[src/rtl/cy_elastic_buf.sv]
// cy_elastic_buf: DEPTH-entry in-order valid/ready buffer with registered o_ready/o_valid/o_data.
// Define CY_ELASTIC_BUF_LEVEL_EN to expose the occupancy register on o_level.
module cy_elastic_buf #(
  parameter int DW    = 8,
  parameter int DEPTH = 4
) (
  input  logic          i_clk,
  input  logic          i_reset,
  input  logic          i_valid,
  output logic          o_ready,
  input  logic [DW-1:0] i_data,
  output logic          o_valid,
  input  logic          i_ready,
  output logic [DW-1:0] o_data
`ifdef CY_ELASTIC_BUF_LEVEL_EN
  ,
  output logic [$clog2(DEPTH+1)-1:0] o_level
`endif
);
  localparam int CW = $clog2(DEPTH + 1);
  localparam int PW = $clog2(DEPTH);
  localparam logic [CW-1:0] FULL = CW'(DEPTH);
  localparam logic [PW-1:0] LAST = PW'(DEPTH - 2);
  logic [CW-1:0] count_q, count_d;
  logic [PW-1:0] rd_q, rd_d, wr_q, wr_d;
  logic          valid_q, valid_d, ready_q, ready_d;
  logic [DW-1:0] data_q, data_d;
  logic [DW-1:0] mem_q [DEPTH-1];
  logic          push, pop, ring_empty, load_in, load_ring, wr_en;
  // The output register is the head; the ring holds beats 2..DEPTH and is empty iff count <= o_valid.
  always_comb begin
    push       = i_valid & ready_q;
    pop        = valid_q & i_ready;
    ring_empty = count_q == CW'(valid_q);
    count_d    = count_q + CW'(push) - CW'(pop);
    load_in    = !valid_q || (pop && ring_empty);
    load_ring  = !load_in && pop;
    wr_en      = !load_in && push;
    data_d     = load_in ? (push ? i_data : data_q) : load_ring ? mem_q[rd_q] : data_q;
    valid_d    = count_d != '0;
    ready_d    = count_d < FULL;
    rd_d       = load_ring ? ((rd_q == LAST) ? '0 : rd_q + 1'b1) : rd_q;
    wr_d       = wr_en ? ((wr_q == LAST) ? '0 : wr_q + 1'b1) : wr_q;
  end
  always_ff @(posedge i_clk) begin
    if (i_reset) begin
      count_q <= '0;
      rd_q    <= '0;
      wr_q    <= '0;
      valid_q <= 1'b0;
      ready_q <= 1'b1;
      data_q  <= '0;
    end else begin
      count_q <= count_d;
      rd_q    <= rd_d;
      wr_q    <= wr_d;
      valid_q <= valid_d;
      ready_q <= ready_d;
      data_q  <= data_d;
    end
  end
  always_ff @(posedge i_clk) begin
    if (wr_en) mem_q[wr_q] <= i_data;
  end
  assign o_ready = ready_q;
  assign o_valid = valid_q;
  assign o_data  = data_q;
`ifdef CY_ELASTIC_BUF_LEVEL_EN
  assign o_level = count_q;
`endif
endmodule

[config.mk]
export PLATFORM = sky130hd
export DESIGN_NAME = cy_elastic_buf
export DESIGN_NICKNAME = d
export VERILOG_FILES = /design/src/rtl/cy_elastic_buf.sv
export SDC_FILE = /design/constraint.sdc
export NUM_CORES = 1
export LEC_CHECK = 0
export ABC_AREA = 1
export BUFFER_PORTS_ARGS = -buffer_cell sky130_fd_sc_hd__buf_2
export CAP_MARGIN = 20
export CORE_MARGIN = 1
export CORE_UTILIZATION = 40
export DETAILED_ROUTE_END_ITERATION = 10
export PLACE_DENSITY = 0.59
export SLEW_MARGIN = 20
export SYNTH_ARGS = -nofsm -noshare
export SYNTH_HDL_FRONTEND = slang
export SYNTH_SLANG_ARGS = --single-unit
[constraint.sdc]
create_clock -name i_clk -period 2.49 [get_ports i_clk]
set_clock_uncertainty 0.2 [all_clocks]
set_input_delay 0.1245 -clock i_clk [delete_from_list [all_inputs] [get_ports i_clk]]
set_output_delay 0.1245 -clock i_clk [all_outputs]
set_load 0.03 [all_outputs]
### After elaboration in Yosys (flattened, before gate mapping)

Memory sizes are Yosys's and may differ from the RTL's. A register that Yosys moved wholly into a read port is not among the register bits.
Index checks and enable logic that the tools add are counted.
Widths: inputs -> output; s select.

| storage, ports and cells | value |
|---|---|
| memory bits (writable) | 24 |
| input port bits | 12 |
| register bits | 17 |
| memories kept | 1 |
| output and inout port bits | 10 |
| latch bits | 0 |
| memory bits (read-only) | 0 |

Memory list:

| name | depth | width | rd ports | clocked after Yosys merged registers in | write ports | RTL line | RTL |
|---|---|---|---|---|---|---|---|
| mem_q | 3 | 8 | 1 | 1 | 1 | 28 | `logic [DW-1:0] mem_q [DEPTH-1];` |

| cells by class | value |
|---|---|
| reduce and logical (&&, ||, !) cells | 9 |
| mux-type cells | 9 |
| eq/ne operators | 4 |
| multipliers | 0 |
| add/subtract/negate cells | 4 |
| divide/modulo/power cells | 0 |
| bitwise logic cells | 2 |
| $lt $le $gt $ge | 1 |
| shift operators | 0 |

Operator list:

| cell | count |
|---|---|
| $mux 8 | 3 |
| $mux 2 | 4 |
| $add 2x1->2 const B | 2 |
| $eq 2x2->1 const B | 2 |
| $add 3x1->3 | 1 |
| $eq 3x1->1 | 1 |
| $logic_and 1x1->1 | 3 |
| $lt 3x3->1 const B | 1 |
| $reduce_bool 3->1 | 1 |
| $sub 3x1->3 | 1 |
| $and 1x1->1 | 2 |
| $logic_not 1->1 | 2 |
| $mux 1 | 2 |
| $ne 2x2->1 const B | 1 |
| $reduce_and 2->1 | 1 |
| $reduce_bool 2->1 | 1 |
| $logic_or 1x1->1 | 1 |

### Depth between registers and ports, before layout

Gate-level depths: netlist of run 1.

| depth | value |
|---|---|
| word-level depth | 7 |
| depth in mapped cells | 10 |
| gate-level depth less buffers | 10 |

### Worst setup path after synthesis of run 1

OpenSTA, ideal clock, no wires.

| timing | value |
|---|---|
| kind | reg-to-reg |
| start point | register ready_q (netlist: o_ready) |
| end point | register valid_q (netlist: o_valid) |
| cell stages (with the launch flop) | 10 |
| path slack | 0.236 ns |
| period minus slack after synthesis | 2.254 ns |
| arrival | 1.946 ns |
| path buffers | 0 |
| library setup time | 0.109 ns |
| cell sequence | dfxtp_1 -> nand2_1 -> ha_1 -> inv_1 -> ha_1 -> fa_1 -> xor2_1 -> nand3_1 -> nand2_1 -> inv_1 |

| between the ends | value |
|---|---|
| word-level cells in the longest chain between the ends | 4 |

Ends and longest elaborated chain:

| item | RTL line | RTL |
|---|---|---|
| start, declared | 26 | `logic valid_q, valid_d, ready_q, ready_d;` |
| start signal, assigned | 58 | `ready_q <= ready_d;` |
| $and 1x1->1 | 32 | `push = i_valid & ready_q;` |
| $add 3x1->3 | 35 | `count_d = count_q + CW'(push) - CW'(pop);` |
| $sub 3x1->3 | 35 |  |
| $reduce_bool 3->1 | 40 | `valid_d = count_d != '0;` |
| end signal, assigned | 57 | `valid_q <= valid_d;` |
| end, declared | 26 |  |

Every way passes these cells.
A chain may end at the register's enable or synchronous reset.

### Worst setup path in the final report of run 1

| timing | value |
|---|---|
| start point | register valid_q (netlist: o_valid) |
| end point | register valid_q (netlist: o_valid) |

| between the ends | value |
|---|---|
| word-level cells in the longest chain between the ends | 3 |

Ends and longest elaborated chain:

| item | RTL line | RTL |
|---|---|---|
| $and 1x1->1 | 33 | `pop = valid_q & i_ready;` |
| $sub 3x1->3 | 35 |  |
| $reduce_bool 3->1 | 40 |  |

Every way passes these cells.

==> out/qor.txt, run 1 <==
status: finished clean
Setup Buffers After CTS: 0
Slew @ Worst Pin: 0.3980 ns
synth warn: 0
achievable frequency: 0.4687 GHz
Routed WL: 3747 µm
most frequent cells in the layout: nand2_1, inv_1, nor2_1, edfxtp_1, buf_2
Cell Count, Final, Fillers Out: 336
die outline area: 5260 µm²
crit path from: o_valid$_SDFF_PP0_
GRT Total Usage: 16.21%
syn_nets: 249
global-route wire length before repair: 6258 µm
clk root buf: clkbuf_8
Clock Sink Count: 43
Worst R2R End: o_valid$_SDFF_PP0_
synthesized area: 1989 µm²
H-tree levels: 2
Min Clock Period, post-route: 2.133 ns
CP max-delay cell: fa_1
Syn Inst Count: 234
cts-stage hold buffer count: 9
post-DP HPWL: 2647 µm
vias per std cell: 4.324
R2R setup slack: 0.36 ns
# rows: 25
max cap viols: 0
total power per unit cell area: 1066 nW/µm²
Routed WL per cell: 11.15 µm
Worst-path clk slew: 0.08 ns
Clk Latency, worst-skew pair: 0.29 ns
vias in the first global route: 1370
grt ovf: 0
CP max stage delay: 0.37 ns
Hold Crit Start: i_ready
Die H: 72.53 µm
DRT iter0 DRCs: 70
largest net degree at the start of global routing: 14
via count: 1453
Post-route DRC: 0
maximum root-to-sink buffer count: 2
TritonCTS clock tree: yes
setup ws final: 0.3565 ns
Worst Hold Class: input pin to flop
worst hold path stage count: 5
Max-Slew Margin vs Limit: 73.43%
worst hold endpoint: rd_q[0]$_SDFFE_PP0P_
Die Width: 72.53 µm
period utilisation layout: 85.68%
Crit Path Category: flop to flop
peak supply drop: 0.0006731 V
GPL Wtd Cong: 0.7067
crit path max fanout: 4
post-synth cell types: 23
area delta synth->final: 18.24%
setup TNS: 0 ns
Critical Path AT: 2.13 ns
final hold viol count: 0
Inserted Diodes: 0
net count reported at finish: 283
Final Util: 49.47%
sequential-to-total area share from yosys stat: 55.35%
Synth Area per Inst: 8.502 µm²
commonest non-fill, non-tap cell in the layout: nand2_1
Post-DRT Antenna Nets: 0
layout cells sized above 1: 17.10%
Static Leakage: 0.001112 µW
R2R depth: 10
initial antenna violation count: 0
FF+latch count, synth: 43
CP endpoint kind: flop
crit path launch type: flop
Buffers on Ports: 21
TritonRoute pass-1 iters: 4
initial core utilization: 41.84%
final slew viol count: 0
RSZ-0062 raised after global routing: no
crit-path cells: nand2_1, clkinv_1, ha_1, inv_1, ha_1, fa_1, xor2_1, nand3_1, nand2_1, inv_1
CP required: 2.49 ns
r2r startpoint: o_valid$_SDFF_PP0_
CTS Buf Count: 5
Placed Cells: 319
final setup vio count: 0
I/O pin count: 22
post-CTS sizing: 0
Setup Slack @ Placement: 0.3542 ns
Core Area: 4755 µm²
-- cell families after synthesis --
| kind of cell | share of synthesized area [%] |
|---|---|
| AOI/OAI and AO/OA | 2.075 |
| xor gates and xnor gates | 0.4403 |
| adders and majority gates | 2.264 |
| buffers and inverters | 10.63 |
| DFF | 55.35 |
| and+or+nand+nor | 29.25 |
-- through the flow --
step	instance area, µm²	total power (µW)	hold slack [ns]
5_1_grt	2352	2699	0.1869
3_5_place_dp	2145	1977	0.1487
3_3_place_gp	2145	1965	0.1492
2_1_floorplan	1989	1781	-0.006434
4_1_cts	2352	2548	0.1285
6_report	2352	2507	0.1349
-- where the power goes --
part | switching, µW | internal, µW | leakage [µW]
sequential | 95.2 | 894 | 0.000374
combinational | 640 | 318 | 0.000677
clock | 234 | 324 | 0.0000612
total | 970 | 1540 | 0.00111
-- registers in the layout, summed over array words and instances (netlist names), named ones only --
signal / flops
count_q: 3
mem_q: 24
o_data: 8
o_ready: 1
o_valid: 1
rd_q: 2
wr_q: 2
-- synth_stat cells --
cell      count  area share, %
a21oi_1       3           0.75
a21oi_4       1           0.82
buf_12        1            1.0
buf_2         2           0.50
buf_6         1           0.57
clkinv_1      1           0.19
clkinv_4      1           0.44
dfxtp_1      19             19
edfxtp_1     24             36
fa_1          1            1.0
ha_1          2            1.3
inv_1        39            7.4
inv_2         3           0.57
nand2_1      77             15
nand2_2       3           0.94
nand2_4       1           0.57
nand2_8       1            1.0
nand3_1      17            4.3
nor2_1       28            5.3
nor2_2        3           0.94
nor2_4        3            1.7
o21ai_1       2           0.50
xor2_1        1           0.44
-- critical path: cells and delay by family, from the launching register on --
family        cells  cell delay [ns]
flops             1             0.36
buf+inv           3             0.19
xor+xnor          1             0.20
simple gates      3             0.26
fa+ha+maj         3             0.83
-- worst max-delay path by stage --
stage                               to  slack [ns]  cells after the start
finish              o_valid$_SDFF_PP0_        0.36                     10
global route        o_valid$_SDFF_PP0_        0.19                     10
CTS                 o_valid$_SDFF_PP0_        0.34                     10
detailed placement  o_valid$_SDFF_PP0_        0.35                     10
global placement    o_valid$_SDFF_PP0_        0.39                     10
floorplan           o_valid$_SDFF_PP0_        0.24                      9
-- layer usage --
metal  routed length [µm]  GRT usage (%)
met1                 1673          18.63
met2                 1892          28.56
met3                  112          3.889
met4                   69          7.190
met5                    0              0
-- final cells by class --
cell class / count / area (µm²)
Inverter: 44 / 170.2
Tap cell: 67 / 83.83
Timing Repair Buffer: 31 / 202.7
Sequential cell: 43 / 1101
Multi-Input combinational cell: 143 / 676.9
Clock buffer: 6 / 82.58
Fill cell: 492 / 2402
Clock inverter: 2 / 35.03
(Power assumes the default switching activity.)
==> run 2: changes to the inputs <==
PLACE_DENSITY = 0.57   (was 0.59)
==> run 2 against run 1 <==
  * Worst setup slack got worse by 0.023 ns
  * Clock-buffer cell count increased by 1
  * Via count increased by 0.48%
  * Utilization decreased by 0.55 points
  * Cell count unchanged
  * Clock power decreased by 19%
  * Sequential cell count unchanged
  * Wire length decreased by 0.69%
  * Die area unchanged
  * Sequential share of layout area increased by 0.53 points
  * Largest cell class unchanged
  * Largest power group unchanged
==> out/qor.txt, run 2 (same netlist as run 1, synthesis figures left out) <==
CP max-delay cell: fa_1
grt ovf: 0 (unchanged)
Die Width: 72.53 µm (unchanged)
CP endpoint kind: flop
worst hold slack: 0.1533 ns (+0.01841 ns)
Crit Path Category: flop to flop
Core Area: 4755 µm² (unchanged)
Buffers on Ports: 21 (unchanged)
Slew @ Worst Pin: 0.3662 ns (-0.03184 ns)
TritonCTS clock tree: yes
Worst-path clk slew: 0.08 ns (about the same)
DRT iter0 DRCs: 64 (-8.6%)
achievable frequency: 0.4637 GHz (-1.1%)
commonest non-fill, non-tap cell in the layout: nand2_1
clk root buf: clkbuf_8
Die H: 72.53 µm (unchanged)
Setup Slack @ Placement: 0.3405 ns (-0.01372 ns)
most frequent cells in the layout: nand2_1, inv_1, nor2_1, edfxtp_1, buf_2
setup TNS: 0 ns (unchanged)
register cell area after layout: 1101 µm² (unchanged)
global-route wire length before repair: 6272 µm (+0.22%)
CP required: 2.48 ns (about the same)
area delta synth->final: 16.92%
CP max stage delay: 0.37 ns (about the same)
crit-path cells: nand2_1, clkinv_1, ha_1, inv_1, ha_1, fa_1, xor2_1, nand3_1, nand2_1, inv_1
WL met3: 97 µm (-13%)
status: finished clean
post-DP HPWL: 2606 µm (-1.5%)
crit path max fanout: 4 (unchanged)
WL met1: 1776 µm (+6.2%)
via count: 1460 (+0.48%)
Worst Hold Class: input pin to flop
final setup vio count: 0 (unchanged)
multi-input logic area: 676.9 µm² (unchanged)
period utilisation layout: 86.60% (+0.92 points)
Post-DRT Antenna Nets: 0 (unchanged)
Min Clock Period, post-route: 2.156 ns (+0.02297 ns)
setup ws final: 0.3336 ns (-0.02297 ns)
vias in the first global route: 1423 (+3.9%)
total power per unit cell area: 1036 nW/µm² (-2.8%)
die outline area: 5260 µm² (unchanged)
max reg flops: 24 (unchanged)
RSZ-0062 raised after global routing: no
Static Leakage: 0.001099 µW (-1.2%)
Biggest register: mem_q
vias per std cell: 4.345 (+0.48%)
peak supply drop: 0.0005216 V (-23%)
Inserted Diodes: 0 (unchanged)
final slew viol count: 0 (unchanged)
Routed WL per cell: 11.07 µm (-0.69%)
Setup Buffers After CTS: 0 (unchanged)
initial core utilization: 41.84% (unchanged)
fill cell count: 479 (-2.6%)
max cap viols: 0 (unchanged)
Post-route DRC: 0 (unchanged)
GPL Wtd Cong: 0.7315 (+3.5%)
Routed WL: 3721 µm (-0.69%)
fin area: 2326 µm² (-1.1%)
I/O pin count: 22 (unchanged)
Clk Latency, worst-skew pair: 0.29 ns (about the same)
GRT Total Usage: 16.16% (-0.050 points)
maximum root-to-sink buffer count: 2 (unchanged)
final hold viol count: 0 (unchanged)
Max-Slew Margin vs Limit: 75.55% (+2.1 points)
TritonRoute pass-1 iters: 4 (unchanged)
dpl cell area: 2145 µm² (unchanged)
H-tree levels: 2 (unchanged)
initial antenna violation count: 0 (unchanged)
# rows: 25 (unchanged)
Critical Path AT: 2.15 ns (+0.02 ns)
crit path launch type: flop
Clock Sink Count: 43 (unchanged)
layout cells sized above 1: 16.73% (-0.37 points)
largest net degree at the start of global routing: 14 (unchanged)
DR WL met2: 1785 µm (-5.7%)
CTS Buf Count: 5 (unchanged)
Highest Signal Layer: met4
net count reported at finish: 283 (unchanged)
[run 2: cell count changes in the layout (fill, tap and decap cells not counted)]
cell,previous run,this run
clkbuf_1,0,1
bufinv_16,1,0
[run 2: metal layers]
metal | vias up | global-route usage (%)
met5 | - | 0
met4 | 0 | 7.190
met3 | 5 | 3.750
met2 | 19 | 27.73
met1 | 662 | 19.29
li1 | 774 | -
[run 2: what timing repair did]
item | in CTS | in global routing
resized for setup | 0 | 0
endpoints found under the hold margin | 31 | 0
hold buffers | 9 | 0
[run 2: layout make-up]
| cell class | count | share of cell area, % |
|---|---|---|
| Tap cell | 67 | 3.604 |
| Clock inverter | 1 | 0.2152 |
| Sequential cell | 43 | 47.34 |
| Inverter | 44 | 7.316 |
| Multi-Input combinational cell | 143 | 29.10 |
| Timing Repair Buffer | 31 | 8.714 |
| Clock buffer | 7 | 3.712 |
[run 2: worst paths after layout]
| check | slack, ns | startpoint | endpoint | cells after the start |
|---|---|---|---|---|
| hold / removal | 0.15 | i_ready | rd_q[0]$_SDFFE_PP0P_ | 5 |
| hold reg to reg | 0.28 | wr_q[0]$_SDFFE_PP0P_ | wr_q[0]$_SDFFE_PP0P_ | 2 |
| setup / recovery | 0.33 | o_valid$_SDFF_PP0_ | o_valid$_SDFF_PP0_ | 10 |
| setup reg to reg | 0.33 | o_valid$_SDFF_PP0_ | o_valid$_SDFF_PP0_ | 10 |
[run 2: power by group]
part	switching [µW]	internal, µW
Sequential	93.8	894
Clock	230	224
Combinational	652	317
Total	975	1430
[run 2: worst max-delay path, delay by kind of cell (launching register included)]
| kind | cells | cell delay [ns] |
|---|---|---|
| xor gates and xnor gates | 1 | 0.21 |
| adders and majority gates | 3 | 0.83 |
| buffers and inverters | 3 | 0.19 |
| DFF | 1 | 0.36 |
| and+or+nand+nor | 3 | 0.28 |
[run 2: through the flow]
stage	total power, µW	util (%)	cells
floorplan	1781	-	234
global placement	1971	45.11	319
detailed placement	1982	45.11	319
CTS	2449	48.92	336
global route	2603	48.92	336
finish	2410	48.92	336
